## config.mk

```make
export PLATFORM = sky130hd
export DESIGN_NAME = fetch_unit_flat
export DESIGN_NICKNAME = d
export VERILOG_FILES = /design/src/rtl/fetch_unit_pkg.sv /design/src/rtl/fetch_unit_if.sv /design/src/rtl/fetch_unit_pc_register.sv /design/src/rtl/fetch_unit.sv /design/src/flat_wrapper.sv
export SDC_FILE = /design/constraint.sdc
export NUM_CORES = 1
export LEC_CHECK = 0
export CAP_MARGIN = 10
export CORE_MARGIN = 5
export CORE_UTILIZATION = 30
export CTS_CLUSTER_DIAMETER = 150
export DETAILED_ROUTE_END_ITERATION = 10
export PLACE_DENSITY = 0.69
export SLEW_MARGIN = 10
export SYNTH_ARGS = -nofsm -noshare
export SYNTH_HDL_FRONTEND = slang
export SYNTH_SLANG_ARGS = --single-unit
```

## constraint.sdc

```tcl
create_clock -name clk -period 2.3 [get_ports clk]
set_clock_uncertainty 0.2 [all_clocks]
set_input_delay 0.46 -clock clk [delete_from_list [all_inputs] [get_ports clk]]
set_output_delay 0.46 -clock clk [all_outputs]
set_load 0.02 [all_outputs]
```

## src/rtl/fetch_unit_pkg.sv

```systemverilog
// Shared pipeline definitions for the fetch stage and its neighbours.
// Optional performance counters are enabled with the FETCH_PERF_CNT_EN macro.
package fetch_unit_pkg;

  localparam int unsigned INSTR_WIDTH = 32;
  localparam int unsigned ADDR_WIDTH  = 32;
  localparam int unsigned PC_STEP     = 4;

  // An all-zero word is treated as a bubble by decode.
  localparam logic [INSTR_WIDTH-1:0] NOP_WORD = 32'h0;

  typedef struct packed {
    logic [ADDR_WIDTH-1:0]  pc;
    logic [INSTR_WIDTH-1:0] instruction;
    logic                   valid;
  } if_id_t;

  typedef enum logic [1:0] {
    PcHold = 2'd0,
    PcInc  = 2'd1,
    PcLoad = 2'd2
  } pc_sel_e;

endpackage

```

## src/rtl/fetch_unit_if.sv

```systemverilog
// Fetch-stage bus: hazard/branch control in, instruction memory, and IF/ID outputs.
// FETCH_PERF_CNT_EN adds the fetch_count / bubble_count signals.
interface fetch_unit_if #(
  parameter int unsigned DATA_LEN    = 32,
  parameter int unsigned ADDRESS_LEN = 32
) ();

  logic                   freeze;
  logic                   branch_taken;
  logic [ADDRESS_LEN-1:0] branch_address;
  logic [ADDRESS_LEN-1:0] imem_address;
  logic [DATA_LEN-1:0]    imem_data;
  logic [ADDRESS_LEN-1:0] pc_out;
  logic [DATA_LEN-1:0]    instruction_out;
  logic                   valid_out;
`ifdef FETCH_PERF_CNT_EN
  logic [31:0]            fetch_count;
  logic [31:0]            bubble_count;
`endif

  modport master (
    input  freeze, branch_taken, branch_address, imem_data,
    output imem_address, pc_out, instruction_out, valid_out
`ifdef FETCH_PERF_CNT_EN
    , output fetch_count, bubble_count
`endif
  );

  modport slave (
    output freeze, branch_taken, branch_address, imem_data,
    input  imem_address, pc_out, instruction_out, valid_out
`ifdef FETCH_PERF_CNT_EN
    , input fetch_count, bubble_count
`endif
  );

endinterface

```

## src/rtl/fetch_unit_pc_register.sv

```systemverilog
// Program counter with hold / increment / load select and synchronous reset.
module fetch_unit_pc_register
  import fetch_unit_pkg::*;
#(
  parameter int unsigned          ADDRESS_LEN = ADDR_WIDTH,
  parameter logic [ADDRESS_LEN-1:0] RESET_PC  = '0
) (
  input  logic                   clk,
  input  logic                   rst,
  input  pc_sel_e                sel,
  input  logic [ADDRESS_LEN-1:0] load_value,
  output logic [ADDRESS_LEN-1:0] pc,
  output logic [ADDRESS_LEN-1:0] pc_plus4
);

  logic [ADDRESS_LEN-1:0] pc_q;

  // Wraps modulo 2^ADDRESS_LEN by construction.
  assign pc_plus4 = pc_q + ADDRESS_LEN'(PC_STEP);
  assign pc       = pc_q;

  always_ff @(posedge clk) begin
    if (rst) begin
      pc_q <= RESET_PC;
    end else begin
      case (sel)
        PcLoad:  pc_q <= load_value;
        PcInc:   pc_q <= pc_plus4;
        default: pc_q <= pc_q;
      endcase
    end
  end

endmodule

```

## src/rtl/fetch_unit.sv

```systemverilog
// Instruction-fetch stage: owns the PC, drives instruction memory, fills IF/ID.
// Defining FETCH_PERF_CNT_EN adds fetch and bubble counters.
module fetch_unit
  import fetch_unit_pkg::*;
#(
  parameter int unsigned            DATA_LEN    = INSTR_WIDTH,
  parameter int unsigned            ADDRESS_LEN = ADDR_WIDTH,
  parameter logic [ADDRESS_LEN-1:0] RESET_PC    = '0
) (
  input logic          clk,
  input logic          rst,
  fetch_unit_if.master bus
);

  logic [ADDRESS_LEN-1:0] pc;
  logic [ADDRESS_LEN-1:0] pc_plus4;
  logic [ADDRESS_LEN-1:0] branch_target;
  pc_sel_e                pc_sel;
  if_id_t                 if_id_q;

  assign branch_target = bus.branch_address & {{(ADDRESS_LEN-2){1'b1}}, 2'b00};

  // Branch beats freeze; reset is applied inside the PC register.
  always_comb begin
    pc_sel = PcInc;
    if (bus.branch_taken) begin
      pc_sel = PcLoad;
    end else if (bus.freeze) begin
      pc_sel = PcHold;
    end
  end

  fetch_unit_pc_register #(
    .ADDRESS_LEN (ADDRESS_LEN),
    .RESET_PC    (RESET_PC)
  ) u_pc_register (
    .clk        (clk),
    .rst        (rst),
    .sel        (pc_sel),
    .load_value (branch_target),
    .pc         (pc),
    .pc_plus4   (pc_plus4)
  );

  always_ff @(posedge clk) begin
    if (rst || bus.branch_taken) begin
      if_id_q <= '{pc: '0, instruction: NOP_WORD, valid: 1'b0};
    end else if (!bus.freeze) begin
      if_id_q <= '{pc: pc_plus4, instruction: bus.imem_data, valid: 1'b1};
    end
  end

  assign bus.imem_address    = pc;
  assign bus.pc_out          = if_id_q.pc;
  assign bus.instruction_out = DATA_LEN'(if_id_q.instruction);
  assign bus.valid_out       = if_id_q.valid;

`ifdef FETCH_PERF_CNT_EN
  logic [31:0] fetch_count_q;
  logic [31:0] bubble_count_q;

  always_ff @(posedge clk) begin
    if (rst) begin
      fetch_count_q  <= '0;
      bubble_count_q <= '0;
    end else if (bus.branch_taken || bus.freeze) begin
      bubble_count_q <= bubble_count_q + 32'd1;
    end else begin
      fetch_count_q  <= fetch_count_q + 32'd1;
    end
  end

  assign bus.fetch_count  = fetch_count_q;
  assign bus.bubble_count = bubble_count_q;
`endif

endmodule
```

## src/flat_wrapper.sv

```systemverilog
// flat-port wrapper written by rule: the top's interface ports become plain ports
module fetch_unit_flat import fetch_unit_pkg::*;
#(
  parameter int unsigned            DATA_LEN    = INSTR_WIDTH,
  parameter int unsigned            ADDRESS_LEN = ADDR_WIDTH,
  parameter logic [ADDRESS_LEN-1:0] RESET_PC    = '0
)
  (clk, rst, bus_freeze, bus_branch_taken, bus_branch_address, bus_imem_data, bus_imem_address, bus_pc_out, bus_instruction_out, bus_valid_out);
  fetch_unit_if #(.DATA_LEN(DATA_LEN), .ADDRESS_LEN(ADDRESS_LEN)) bus_i ();
  input logic clk;
  input logic rst;
  input wire logic [$bits(bus_i.freeze)-1:0] bus_freeze;
  input wire logic [$bits(bus_i.branch_taken)-1:0] bus_branch_taken;
  input wire logic [$bits(bus_i.branch_address)-1:0] bus_branch_address;
  input wire logic [$bits(bus_i.imem_data)-1:0] bus_imem_data;
  output wire logic [$bits(bus_i.imem_address)-1:0] bus_imem_address;
  output wire logic [$bits(bus_i.pc_out)-1:0] bus_pc_out;
  output wire logic [$bits(bus_i.instruction_out)-1:0] bus_instruction_out;
  output wire logic [$bits(bus_i.valid_out)-1:0] bus_valid_out;
  assign bus_i.freeze = bus_freeze;
  assign bus_i.branch_taken = bus_branch_taken;
  assign bus_i.branch_address = bus_branch_address;
  assign bus_i.imem_data = bus_imem_data;
  assign bus_imem_address = bus_i.imem_address;
  assign bus_pc_out = bus_i.pc_out;
  assign bus_instruction_out = bus_i.instruction_out;
  assign bus_valid_out = bus_i.valid_out;
  fetch_unit #(.DATA_LEN(DATA_LEN), .ADDRESS_LEN(ADDRESS_LEN), .RESET_PC(RESET_PC)) u_core (.clk(clk), .rst(rst), .bus(bus_i));
endmodule
```

After elaboration in Yosys (flattened, before gate mapping):

Cells that the tools add are included.

* mux-type cells: 3
* reduce and logical (&&, ||, !) cells: 2
* eq/ne operators: 2
* add/sub/neg operators: 1

Operators with widths (number)
* $pmux 32 s2: 1
* $add 32x3->32 const B: 1
* $eq 2x1->1 const B: 1
* $eq 2x2->1 const B: 1
* $mux 2: 1
* $reduce_bool 2->1: 1
* $logic_or 1x1->1: 1
* $mux 1: 1

* register bits: 97
* output and inout bits: 97
* bits of input ports: 68
* logic and storage cells: 12

Depth between registers and ports, before layout:

* depth in word-level cells: 4
* mapped depth: 7
* mapped depth without buffers: 5

By module:

A second synthesis with hierarchy kept.

* cells, all modules: 529
* area total of the unflattened synthesis: 4750.8 um2

Modules (own cells, without submodules)
* fetch_unit: times used 1, cells an instance 213, area an instance 2397.3 um2
* fetch_unit_pc_register: times used 1, cells an instance 316, area an instance 2353.5 um2

Worst setup path after synthesis:

Ideal clock, no wire load.

* path kind: register to register
* start: register u_core.u_pc_register.pc_q[2], in the netlist u_core.u_pc_register.pc[2]
* end: register u_core.u_pc_register.pc_q[30], in the netlist u_core.u_pc_register.pc[30]
* setup slack: -0.194 ns
* clock period less this slack: 2.494 ns
* path buffers: 1
* required time: 2.021 ns
* stages on the path, launching flop included: 7
* setup time: 0.079 ns
* data arrival time: 2.215 ns
* path through: dfxtp_1 -> ha_1 -> nand3_1 -> or4_1 -> buf_2 -> or4_4 -> o211ai_1

* cells in the longest elaborated chain, start to end: 2

RTL lines
* start: declaration: RTL line fetch_unit_pc_register.sv:16 `logic [ADDRESS_LEN-1:0] pc_q;`
* start signal: assignment: RTL line fetch_unit_pc_register.sv:27 `PcLoad: pc_q <= load_value;`
* start signal: assignment: RTL line fetch_unit_pc_register.sv:28 `PcInc: pc_q <= pc_plus4;`
* start signal: assignment: RTL line fetch_unit_pc_register.sv:29 `default: pc_q <= pc_q;`
* $add 32x3->32: RTL line fetch_unit_pc_register.sv:19 `assign pc_plus4 = pc_q + ADDRESS_LEN'(PC_STEP);`
* $pmux 32 s2: RTL line fetch_unit_pc_register.sv:26 `case (sel)`

Every way passes these cells.
A chain may end at the register's enable or synchronous reset.

Worst setup path after layout:

* start: register u_core.u_pc_register.pc_q[27], in the netlist u_core.u_pc_register.pc[27]
* end: output bus_imem_address[27]

RTL lines
* end: declaration: RTL line flat_wrapper.sv:16 `output wire logic [$bits(bus_i.imem_address)-1:0] bus_imem_address;`

No word-level cell between the ends.

==> results.yml <==
outcome:
  run_status: "finished, final reports clean"
finish:
  final_cell_mix: "clkdlybuf4s50_1 (157), dfxtp_1 (85), nor2_1 (67)"
  final_cells: 888
  final_area_um2: 6800
  final_nets: 768
  layout_commonest_cell: "clkdlybuf4s50_1"
  area_growth_pct: 51.2
  final_layout_size_suffix_gt1_frac: 0.119
  diodes: 0
yosys:
  synthCells: 534
  ys.flop_type: "dfxtp_1"
  synth.avg_cell_area_um2: 8.42
  yosysSeqAreaShare: 0.414
  ys_types: 52
  yosys_warnings: 0
  async_flop_share: 0
  synth_edf_count: 0
  synth-seq-cells: 93
  syn-cell-area_um2: 4500
placed_design:
  post-place-cells: 871
  numPortBuffers: 158
  gp_congestion: 0.849
  dpl.hpwl_um: 11300
  placed_area_um2: 6480
  preCtsSetupSlack_ns: -0.213
routing:
  vias_per_cell: 5.24
  first_iter_violations: 324
  drtAntennaViolNets: 0
  drc: 0
  vias: 4649
  routedWlPerCell_um: 17.2
  first_pass_iters: 5
  routed_wl_um: 15300
global_routing:
  grt.overflow.total: 0
  grt_pass1_vias: 4820
  grt_util_met1: 0.216
  met3_usage: 0.0391
  grt_pass1_wl_um: 24800
  use_met2: 0.293
  busiest_layer: "met2"
  grt_max_degree: 50
  antenna_found_initial: 0
  grt_usage: 0.171
worst_setup_path:
  slowest_delay_ns: 0.68
  worst_setup_path_start_kind: "flip-flop"
  slowest_stage: "clkdlybuf4s50_1"
  cpLargestDelayFamily: "buffers and inverters"
  cp.required_ns: 1.64
  crit_arrival_ns: 1.58
  cp-end-kind: "primary output"
  path_cells: "clkdlybuf4s50_1"
  critPathBufInv: 1
  cp_max_fo: 11
  path_class: "reg2out"
clock_tree:
  cts_buffers: 9
  cts-root-buf: "clkbuf_16"
  clk_latency_ns: 0.34
  hold_buffers: 0
  clock_sinks: 93
  h-tree-depth: 3
  cts_tree: "yes"
  cts.path.max_buffers: 2
  clk_pin_slew_ns: 0.07
timing:
  fin_crit_sh: 0.972
  rsz0062_at_grt: "no"
  slew_viol_final: 0
  whs_ns: 0.271
  finalWorstSetupSlack_ns: 0.0648
  worst_pin_slew_ns: 0.569
  fmax_mhz: 447
  slew_headroom: 0.617
  fin_crit_ns: 2.24
  finalSetupViolations: 0
  hold_violations: 0
die:
  initial_utilization: 0.307
  die_width_um: 132
  die_area_um2: 17500
  core-area_um2: 14600
  die_y_um: 132
  io_pins: 165
  std_cell_rows: 44
min_path:
  hp-class: "reg2reg"
power:
  leakage_uw: 0.00239
  p_per_area_nw_per_um2: 584
  peakVddDrop_mv: 0.326
run:
  drv_cap: 0
## metrics by stage
| stage | TNS (ns) | utilization | total power [µW] |
|---|---|---|---|
| 2_1_floorplan | 0 | - | 2130 |
| 3_3_place_gp | -0.486 | 0.443 | 2490 |
| 3_5_place_dp | -0.621 | 0.443 | 2510 |
| 4_1_cts | 0 | 0.463 | 4020 |
| 5_1_grt | 0 | 0.464 | 4140 |
| 6_report | 0 | 0.464 | 3970 |
## tightest hold or removal path: stages, from the launching register on
cell	delay (ns)
dfxtp_1	0.31
nand2_1	0.06
a21oi_1	0.05
## layer usage
metal / part of all wire / vias up
met5: 0 / -
met4: 0.015 / 0
met3: 0.065 / 16
met2: 0.50 / 161
met1: 0.42 / 2188
li1: - / 2284
## cell families (layout without fill, tap and decap cells)
family | after synthesis | in the layout | share of synthesized area
and+or+nand+nor | 201 | 201 | 0.233
AOI/OAI and AO/OA | 124 | 124 | 0.179
DFF | 93 | 93 | 0.414
buffers and inverters | 60 | 227 | 0.0567
muxes | 32 | 32 | 0.0712
xor gates and xnor gates | 22 | 22 | 0.0428
adders and majority gates | 1 | 1 | 0.00278
other | 1 | 4 | 0.000834
## flip-flops by register name (all words and copies together) (netlist names)
signal	flops
u_core.bus.pc_out	30
u_core.bus.instruction_out	32
u_core.u_pc_register.pc	30
u_core.bus.valid_out	1
## cell usage after synthesis, types with 3 or more instances
cell type / n / share of area
dfxtp_1: 93 / 0.41
nor2_1: 67 / 0.056
clkbuf_1: 37 / 0.031
nand2_1: 36 / 0.030
o21ai_0: 33 / 0.037
mux2i_1: 32 / 0.071
a21oi_1: 29 / 0.032
xnor2_1: 18 / 0.035
a311oi_1: 15 / 0.029
nor3_1: 14 / 0.016
nor4_1: 14 / 0.019
a211oi_1: 13 / 0.022
nand4_1: 13 / 0.018
buf_2: 9 / 0.010
or4_1: 9 / 0.015
or3_1: 8 / 0.011
a31oi_1: 7 / 0.0097
nand3_1: 7 / 0.0078
and3_1: 6 / 0.0083
and4_1: 5 / 0.0097
buf_4: 5 / 0.0083
inv_1: 5 / 0.0042
o31ai_1: 5 / 0.0083
a2111oi_0: 4 / 0.0078
xor2_1: 4 / 0.0078
and2_1: 3 / 0.0042
buf_1: 3 / 0.0025
nand4b_1: 3 / 0.0058
nor2b_1: 3 / 0.0042
o211ai_1: 3 / 0.0050
or2_2: 3 / 0.0042
## layout make-up
| type | instances | area [µm²] |
|---|---|---|
| repair buffers | 205 | 1950 |
| well taps | 184 | 230 |
| clock inverters | 4 | 47.5 |
| inverters | 6 | 22.5 |
| fillers | 1416 | 7850 |
| multi-input cells | 384 | 2420 |
| flip-flops and latches | 93 | 1880 |
| clock buffers | 12 | 246 |
## report_power, final
| group | internal [µW] | total, µW | leakage, µW | switching, µW |
|---|---|---|---|---|
| registers | 1690 | 1760 | 0.000766 | 75.6 |
| logic | 362 | 713 | 0.00148 | 351 |
| clock network | 870 | 1500 | 0.000143 | 627 |
## final timing paths
path | endpoint | from | slack, ns | depth (start not counted)
setup / recovery | bus_imem_address[27] | u_core.u_pc_register.pc[27]$_SDFFE_PP0P_ | 0.06 | 1
hold / removal | u_core.bus.pc_out[5]$_SDFFE_PP0N_ | u_core.bus.pc_out[5]$_SDFFE_PP0N_ | 0.27 | 2
setup reg to reg | u_core.u_pc_register.pc[19]$_SDFFE_PP0P_ | u_core.u_pc_register.pc[12]$_SDFFE_PP0P_ | 0.14 | 5
hold reg to reg | u_core.bus.pc_out[5]$_SDFFE_PP0N_ | u_core.bus.pc_out[5]$_SDFFE_PP0N_ | 0.27 | 2
## repair_timing
| item | in CTS | in global routing |
|---|---|---|
| resized for setup | 0 | 5 |
| buffers inserted | 0 | 1 |
| endpoints found under the setup margin | 0 | 9 |
No activity file was read; power rests on OpenSTA's default activity.
